### config.mk
export PLATFORM = sky130hd
export DESIGN_NAME = com_tracker
export DESIGN_NICKNAME = d
export VERILOG_FILES = /design/src/rtl/com_pkg.sv /design/src/rtl/com_tracker_ema_filter.sv /design/src/rtl/com_tracker.sv
export SDC_FILE = /design/constraint.sdc
export NUM_CORES = 1
export LEC_CHECK = 0
export BUFFER_PORTS_ARGS = -buffer_cell sky130_fd_sc_hd__buf_4
export CAP_MARGIN = 0
export CORE_UTILIZATION = 30
export DETAILED_ROUTE_END_ITERATION = 6
export HOLD_SLACK_MARGIN = 0.15
export PLACE_DENSITY_LB_ADDON = 0.25
export SLEW_MARGIN = 20
export SYNTH_ARGS = -nofsm -noshare
export SYNTH_HDL_FRONTEND = slang
export SYNTH_SLANG_ARGS = --single-unit
### constraint.sdc
create_clock -name clk_in -period 2.7 [get_ports clk_in]
set_clock_uncertainty 0.2 [all_clocks]
set_input_delay 0.675 -clock clk_in [delete_from_list [all_inputs] [get_ports clk_in]]
set_output_delay 0.675 -clock clk_in [all_outputs]
set_load 0.05 [all_outputs]
### src/rtl/com_pkg.sv
// Shared types and widths for the centroid tracker.
//   rot_t       : quadrant / rotation code
//   trk_state_t : tracker FSM state
//   X_W, Y_W    : centroid coordinate widths
package com_pkg;

  localparam int unsigned X_W = 11;
  localparam int unsigned Y_W = 10;

  typedef enum logic [1:0] {
    ROT_TOP    = 2'b00,
    ROT_BOTTOM = 2'b01,
    ROT_RIGHT  = 2'b10,
    ROT_LEFT   = 2'b11
  } rot_t;

  typedef enum logic {
    ST_SEARCH = 1'b0,
    ST_TRACK  = 1'b1
  } trk_state_t;

endpackage

### src/rtl/com_tracker_ema_filter.sv
// ema_filter: one-axis exponential moving average register.
// Ports:
//   clk, rst_n : clock, async active-low reset (value clears to 0)
//   load       : q <= din (raw acquisition)
//   update     : q <= q + ((din - q) >>> ALPHA_SHIFT), floor rounding
//   din        : new sample
//   dout       : filtered value
// load has priority over update.
module ema_filter #(
  parameter int unsigned WIDTH       = 11,
  parameter int unsigned ALPHA_SHIFT = 2
) (
  input  logic             clk,
  input  logic             rst_n,
  input  logic             load,
  input  logic             update,
  input  logic [WIDTH-1:0] din,
  output logic [WIDTH-1:0] dout
);

  logic [WIDTH-1:0]        q;
  logic signed [WIDTH:0]   diff;
  logic [WIDTH-1:0]        next;

  // Difference is one bit wider and signed; the arithmetic shift floors.
  // The true result lies between q and din, so truncation never wraps.
  always_comb begin
    diff = $signed({1'b0, din}) - $signed({1'b0, q});
    next = WIDTH'($signed({1'b0, q}) + (diff >>> ALPHA_SHIFT));
  end

  always_ff @(posedge clk or negedge rst_n) begin
    if (!rst_n) begin
      q <= '0;
    end else if (load) begin
      q <= din;
    end else if (update) begin
      q <= next;
    end
  end

  assign dout = q;

endmodule

### src/rtl/com_tracker.sv
// com_tracker: smooths centroid coordinates, debounces the rotation code and
// tracks lock based on per-frame sample presence.
// Ports:
//   clk_in, rst_in        : clock, async active-low reset
//   x_in, y_in, rotate_in : centroid sample, qualified by valid_in
//   frame_in              : end-of-frame strobe
//   x_out, y_out          : filtered coordinates
//   rotate_out            : debounced rotation
//   valid_out             : one cycle after each valid_in
//   rotate_change_out     : with valid_out when a debounced commit occurs
//   locked_out            : high while tracking
// Config macro: COM_TRACKER_SMOOTH_EN enables EMA smoothing in TRACK;
// otherwise coordinates are passed through raw.
module com_tracker
  import com_pkg::*;
#(
  parameter int unsigned CONFIRM_COUNT = 3,
  parameter int unsigned LOST_FRAMES   = 8,
  parameter int unsigned ALPHA_SHIFT   = 2
) (
  input  logic           clk_in,
  input  logic           rst_in,
  input  logic [X_W-1:0] x_in,
  input  logic [Y_W-1:0] y_in,
  input  logic [1:0]     rotate_in,
  input  logic           valid_in,
  input  logic           frame_in,
  output logic [X_W-1:0] x_out,
  output logic [Y_W-1:0] y_out,
  output logic [1:0]     rotate_out,
  output logic           valid_out,
  output logic           rotate_change_out,
  output logic           locked_out
);

  localparam logic [3:0] CONFIRM_C = CONFIRM_COUNT[3:0];
  localparam logic [7:0] LOST_C    = LOST_FRAMES[7:0];

  trk_state_t state_q, state_d;
  rot_t       rot_q, cand_q, rot_new;
  logic [3:0] cnt_q, cnt_next;
  logic [7:0] miss_q, miss_inc;
  logic       seen_q;
  logic       valid_q, chg_q;
  logic       commit;
  logic       filt_load, filt_update;

  always_comb begin
    rot_new  = rot_t'(rotate_in);
    cnt_next = (rot_new == cand_q) ? cnt_q + 4'd1 : 4'd1;
    commit   = (rot_new != rot_q) && (cnt_next >= CONFIRM_C);
    miss_inc = (miss_q == 8'hFF) ? miss_q : miss_q + 8'd1;
  end

  always_ff @(posedge clk_in or negedge rst_in) begin
    if (!rst_in) state_q <= ST_SEARCH;
    else         state_q <= state_d;
  end

  // A frame only counts as a miss if no sample arrived since the last frame;
  // a sample in the same cycle as frame_in belongs to the closing frame.
  always_comb begin
    state_d = state_q;
    case (state_q)
      ST_SEARCH: if (valid_in) state_d = ST_TRACK;
      ST_TRACK:  if (frame_in && !valid_in && !seen_q && miss_inc >= LOST_C)
                   state_d = ST_SEARCH;
      default:   state_d = ST_SEARCH;
    endcase
  end

  always_ff @(posedge clk_in or negedge rst_in) begin
    if (!rst_in) begin
      rot_q   <= ROT_TOP;
      cand_q  <= ROT_TOP;
      cnt_q   <= '0;
      miss_q  <= '0;
      seen_q  <= 1'b0;
      valid_q <= 1'b0;
      chg_q   <= 1'b0;
    end else begin
      valid_q <= 1'b0;
      chg_q   <= 1'b0;
      if (state_q == ST_SEARCH) begin
        if (valid_in) begin
          rot_q   <= rot_new;
          cand_q  <= ROT_TOP;
          cnt_q   <= '0;
          miss_q  <= '0;
          seen_q  <= 1'b1;
          valid_q <= 1'b1;
        end
      end else if (valid_in) begin
        valid_q <= 1'b1;
        miss_q  <= '0;
        seen_q  <= ~frame_in;
        if (rot_new == rot_q) begin
          cnt_q <= '0;
        end else if (commit) begin
          rot_q  <= rot_new;
          cand_q <= rot_new;
          cnt_q  <= '0;
          chg_q  <= 1'b1;
        end else begin
          cand_q <= rot_new;
          cnt_q  <= cnt_next;
        end
      end else if (frame_in) begin
        if (seen_q) seen_q <= 1'b0;
        else        miss_q <= miss_inc;
      end
    end
  end

`ifdef COM_TRACKER_SMOOTH_EN
  assign filt_load   = (state_q == ST_SEARCH) && valid_in;
  assign filt_update = (state_q == ST_TRACK) && valid_in;
`else
  assign filt_load   = valid_in;
  assign filt_update = 1'b0;
`endif

  ema_filter #(.WIDTH(X_W), .ALPHA_SHIFT(ALPHA_SHIFT)) u_ema_x (
    .clk(clk_in), .rst_n(rst_in), .load(filt_load), .update(filt_update),
    .din(x_in), .dout(x_out)
  );

  ema_filter #(.WIDTH(Y_W), .ALPHA_SHIFT(ALPHA_SHIFT)) u_ema_y (
    .clk(clk_in), .rst_n(rst_in), .load(filt_load), .update(filt_update),
    .din(y_in), .dout(y_out)
  );

  assign rotate_out        = rot_q;
  assign valid_out         = valid_q;
  assign rotate_change_out = chg_q;
  assign locked_out        = (state_q == ST_TRACK);

endmodule

# Word-level counts from Yosys, hierarchy flattened
# Index checks and enable logic that the tools add are counted.
# totals
register_bits,41
latchBits,0
ram_bits,0
romBits,0
in_bits,27
out_inout_bits,26
elab_cells,67
n_memories,0
# op_classes
n_addsub,2
n_mul,0
div_mod_pow,0
magnitude_cmp,2
eq_ne,7
shifts,0
n_mux,32
bitwise,2
reduce_logical,12
# op_table
op,n
two-way mux 8 bit,6
two-way mux 4 bit,6
two-way mux 2 bit,9
two-way mux 1 bit,10
adder 8 x 1 -> 8 bit (second input constant),1
equality test 8 bit (second input constant),1
>= comparator 8 x 4 -> 1 bit (second input constant),1
AND reduction 3 bit,2
adder 4 x 1 -> 4 bit (second input constant),1
equality test 2 bit,2
>= comparator 4 x 2 -> 1 bit (second input constant),1
logical AND 1 bit,4
!= test 2 bit (second input constant),2
AND reduction 2 bit,2
nonzero test 2 bit,2
zero test 1 bit,2
!= test 2 x 1 -> 1 bit (second input constant),1
!= test 2 bit,1
NOT 1 bit,2
case mux 1 bit (2 select lines),1

# Longest topological paths before layout
# depth
depth_word,8
depth_mapped,6
depth_no_buf,6

# Hierarchy
# A second synthesis with hierarchy kept.
# unflattened
hier_cells,428
area_unflattened_um2,3699.8
# modules_own_cells
module,instances,cells_per_inst,area_each_um2,seq_area_each_um2
ema_filter (u_ema_x),1,166,1363.8,275.3
ema_filter (u_ema_y),1,145,1218.7,250.2
com_tracker,1,117,1117.3,500.5

# Worst setup path after synthesis
# OpenSTA, ideal clock, no wires.
# synth_path
path_kind,reg-to-reg
from,register cnt_q[0]
to,register rot_q[0] (netlist: rotate_out[0])
setup_ns,0.129
arrival_ns,1.639
path_slack_ns,0.732
stages_incl_launch_ff,6
period_less_slack_ns,1.968
cell_sequence,dfrtp_1 -> ha_1 -> nor2b_1 -> o31a_2 -> mux2i_1 -> a2111o_1
# synth_between
elab_chain_cells,6
# synth_lines
item,line_no,source
"start, declared",com_tracker.sv:41,"logic [3:0] cnt_q, cnt_next;"
"start signal, assigned",com_tracker.sv:106,cnt_q <= cnt_next;
adder 4 x 1 -> 4 bit,com_tracker.sv:50,cnt_next = (rot_new == cand_q) ? cnt_q + 4'd1 : 4'd1;
two-way mux 4 bit,com_tracker.sv:50,
>= comparator 4 x 2 -> 1 bit,com_tracker.sv:51,commit = (rot_new != rot_q) && (cnt_next >= CONFIRM_C);
logical AND 1 bit,com_tracker.sv:51,
!= test 2 x 1 -> 1 bit (no line),-,
AND reduction 3 bit (no line),-,
"end signal, assigned",com_tracker.sv:86,rot_q <= rot_new;
"end signal, assigned",com_tracker.sv:100,rot_q <= rot_new;
"end, declared",com_tracker.sv:40,"rot_t rot_q, cand_q, rot_new;"
# Every way passes these cells.
# A chain may end at the register's enable or synchronous reset.

# Worst setup path after layout
# layout_path
from,register cnt_q[0]
to,register rot_q[1] (netlist: rotate_out[1])
# Same word-level chain as after synthesis.

==> reports/results.ini <==
[sta]
slew_viol_final = 0
setup_viol = 0
fmax_ghz = 0.486
relSlewSlack = 0.663
min_period_ps = 2060
rsz0062_at_grt = false
tns_ps = 0
worstMarginPinSlew_ps = 506
fin_crit_sh = 0.762
hold_viol_final = 0

[synth]
synth-simple-area-share = 0.131
ys_ff_latch = 41
synth_compound_area_frac = 0.0896
synth_mux_area_frac = 0.149
async_flop_share = 1.00
synth_cell_type_count = 34
synthAdderAreaFrac = 0.0135
synth_commonest_cells = dfrtp_1 (41), mux2_1 (21), nor2_1 (15)
syn_area_mm2 = 0.00186
syn_inst = 155
yosysSeqAreaShare = 0.553
synth_edf_count = 0
syn_area_per_cell_um2 = 12.0
synthFlopType = dfrtp_1
syn_nets = 184
yosysTopAreaCell = dfrtp_1
synth_warnings = 0
synth-xor-area-share = 0.0465
yosysMostFrequentCell = dfrtp_1
synthTopCellsByArea = dfrtp_1 (55%), mux2_1 (13%), nor2_1 (3.0%)
synth_top_family_by_area = multiplexers
synth_top_area_frac = 0.553

[detailed_routing]
drc = 0
met1_length_um = 1580
dr_wl_met2_um = 1790
num_vias = 1343
topRoutingLayerUsed = met4
drtIter0Drc = 39
drt-wirelength-per-cell_um = 12.5
postRouteAntennaNets = 0
wirelength_um = 3570
viasPerCell = 4.71
firstDrtPassIters = 4
route.met3.wl_um = 153

[pwr]
ir_drop_mv = 0.205
leakage_nw = 1.09
power.density_mw_per_mm2 = 634

[worst_setup_path]
crit_path_end_kind = flop
r2r_slack_ps = 640
rr_worst_depth = 5
arrival_ps = 2030
start_kind = flop
r2r-end = rotate_out[1]
r2r-start = cnt_q[0]
worstSetupPathType = reg -> reg
path_max_fanout = 6
crit_required_ps = 2670

[cts]
htree_levels = 2
cts_setup_buffers = 0
clk-insertion-delay-late_ps = 290
cts_resized = 0
hold_buffers = 0
clk_pin_slew_ps = 80
clockRootBuffer = clkbuf_8
cts_made_buffers = 5
cts_tree = built
max-clock-path-buffers = 2
clkSinkCount = 41

[grt]
grt_max_degree = 42
grt_overflow = 0
grt_first_pass_wirelength_um = 6150
grt_pass1_vias = 1308
grt_use_total = 0.125
grt_antenna_before_repair = 0

[final_layout]
drive_gt1_frac = 0.300
area_delta_synth_final_pct = 29.6
final_util = 0.404
design_area_mm2 = 0.00241
antenna_cells = 0
nNetsFinal = 238

[floorplanning]
rows = 28
io_pins = 53
initial_utilization = 0.312
die_h_um = 80.7
core_region_area_mm2 = 0.00596
die_x_um = 80.7
dieArea_mm2 = 0.00651

[status]
status = complete, no violations

[run]
drv_cap = 0

[place]
portBuffers = 52
placed_cell_area_mm2 = 0.00232
dp_hpwl_um = 2570
globalplace.congestion = 0.781

[hold_path]
hold_class = in -> async

-- logic make-up (layout without fill, tap and decap cells) --
kind of cell	after synthesis	in the layout
XOR/XNOR	9	9
flip-flops	41	41
buffers and inverters	8	63
adder cells (fa/ha/maj)	2	2
AND/OR/NAND/NOR	51	51
multiplexers	25	25
AO/OA/AOI/OAI	19	19
-- cell usage in the layout (no fill, tap or decap), types with 2 or more instances in the layout --
master       n
nand3_1      6
dfrtp_1     41
nand3b_1     2
mux2_1      21
o21ai_1      2
nor3b_1      2
and2_1       2
and3_1       3
a311oi_1     2
a22o_1       3
buf_4       52
nand2_1     13
a2111o_1     2
a21oi_1      3
inv_1        3
clkinvlp_4   2
xor2_1       5
nor3_1       2
clkbuf_8     5
xnor2_1      3
nor2b_1      3
nor2_1      15
mux2i_1      4
ha_1         2
-- area by class of cell --
class / instances / area (um2)
timing repair buffer: 52 / 390
tap: 75 / 93.8
fill: 597 / 3550
multi-input combinational: 106 / 798
clock buffer: 6 / 72.6
sequential: 41 / 1030
clock inverter: 2 / 15.0
inverter: 3 / 11.3
-- registers in the layout, summed over array words and instances (netlist names) --
| register | cells |
|---|---|
| rotate_out | 2 |
| cand_q | 2 |
| miss_q | 8 |
| u_ema_y.dout | 10 |
| seen_q | 1 |
| locked_out | 1 |
| valid_out | 1 |
| rotate_change_out | 1 |
| cnt_q | 4 |
| u_ema_x.dout | 11 |
-- critical path: stages (launching register included) --
cell and delay [ps]:
dfrtp_1 430, ha_1 320, nor2b_1 130, o31a_2 340
mux2i_1 140, a2111o_1 380
-- worst max-delay path by stage --
stage	startpoint	endpoint	slack (ps)	cells after the start
after global placement	rotate_in[1]	rotate_out[1]	650	5
after global routing	cnt_q[0]	rotate_out[0]	540	5
after floorplan	cnt_q[0]	rotate_out[0]	730	5
final	cnt_q[0]	rotate_out[1]	640	5
after CTS	cnt_q[0]	rotate_out[1]	640	5
after detailed placement	rotate_in[1]	rotate_out[0]	630	5
-- metrics by stage --
step	setup WS, ps	instances	hold slack, ps	power, W
floorplan	732	155	179	0.00101
detailed placement	626	277	276	0.00115
global route	543	285	183	0.00162
CTS	637	285	168	0.00155
global placement	649	277	268	0.00115
finish	644	285	152	0.00153
-- where the power goes --
group | switching [W] | internal (W) | total, W
registers | 0.0000419 | 0.000668 | 0.000710
logic | 0.000261 | 0.000162 | 0.000423
clock network | 0.000212 | 0.000182 | 0.000394
-- layer usage --
| metal | GRT usage | vias to the layer above |
|---|---|---|
| li1 | - | 652 |
| met1 | 0.149 | 662 |
| met2 | 0.214 | 24 |
| met3 | 0.0386 | 5 |
| met4 | 0.0375 | 0 |
| met5 | 0 | - |
Power figures use the tool's default switching activity.
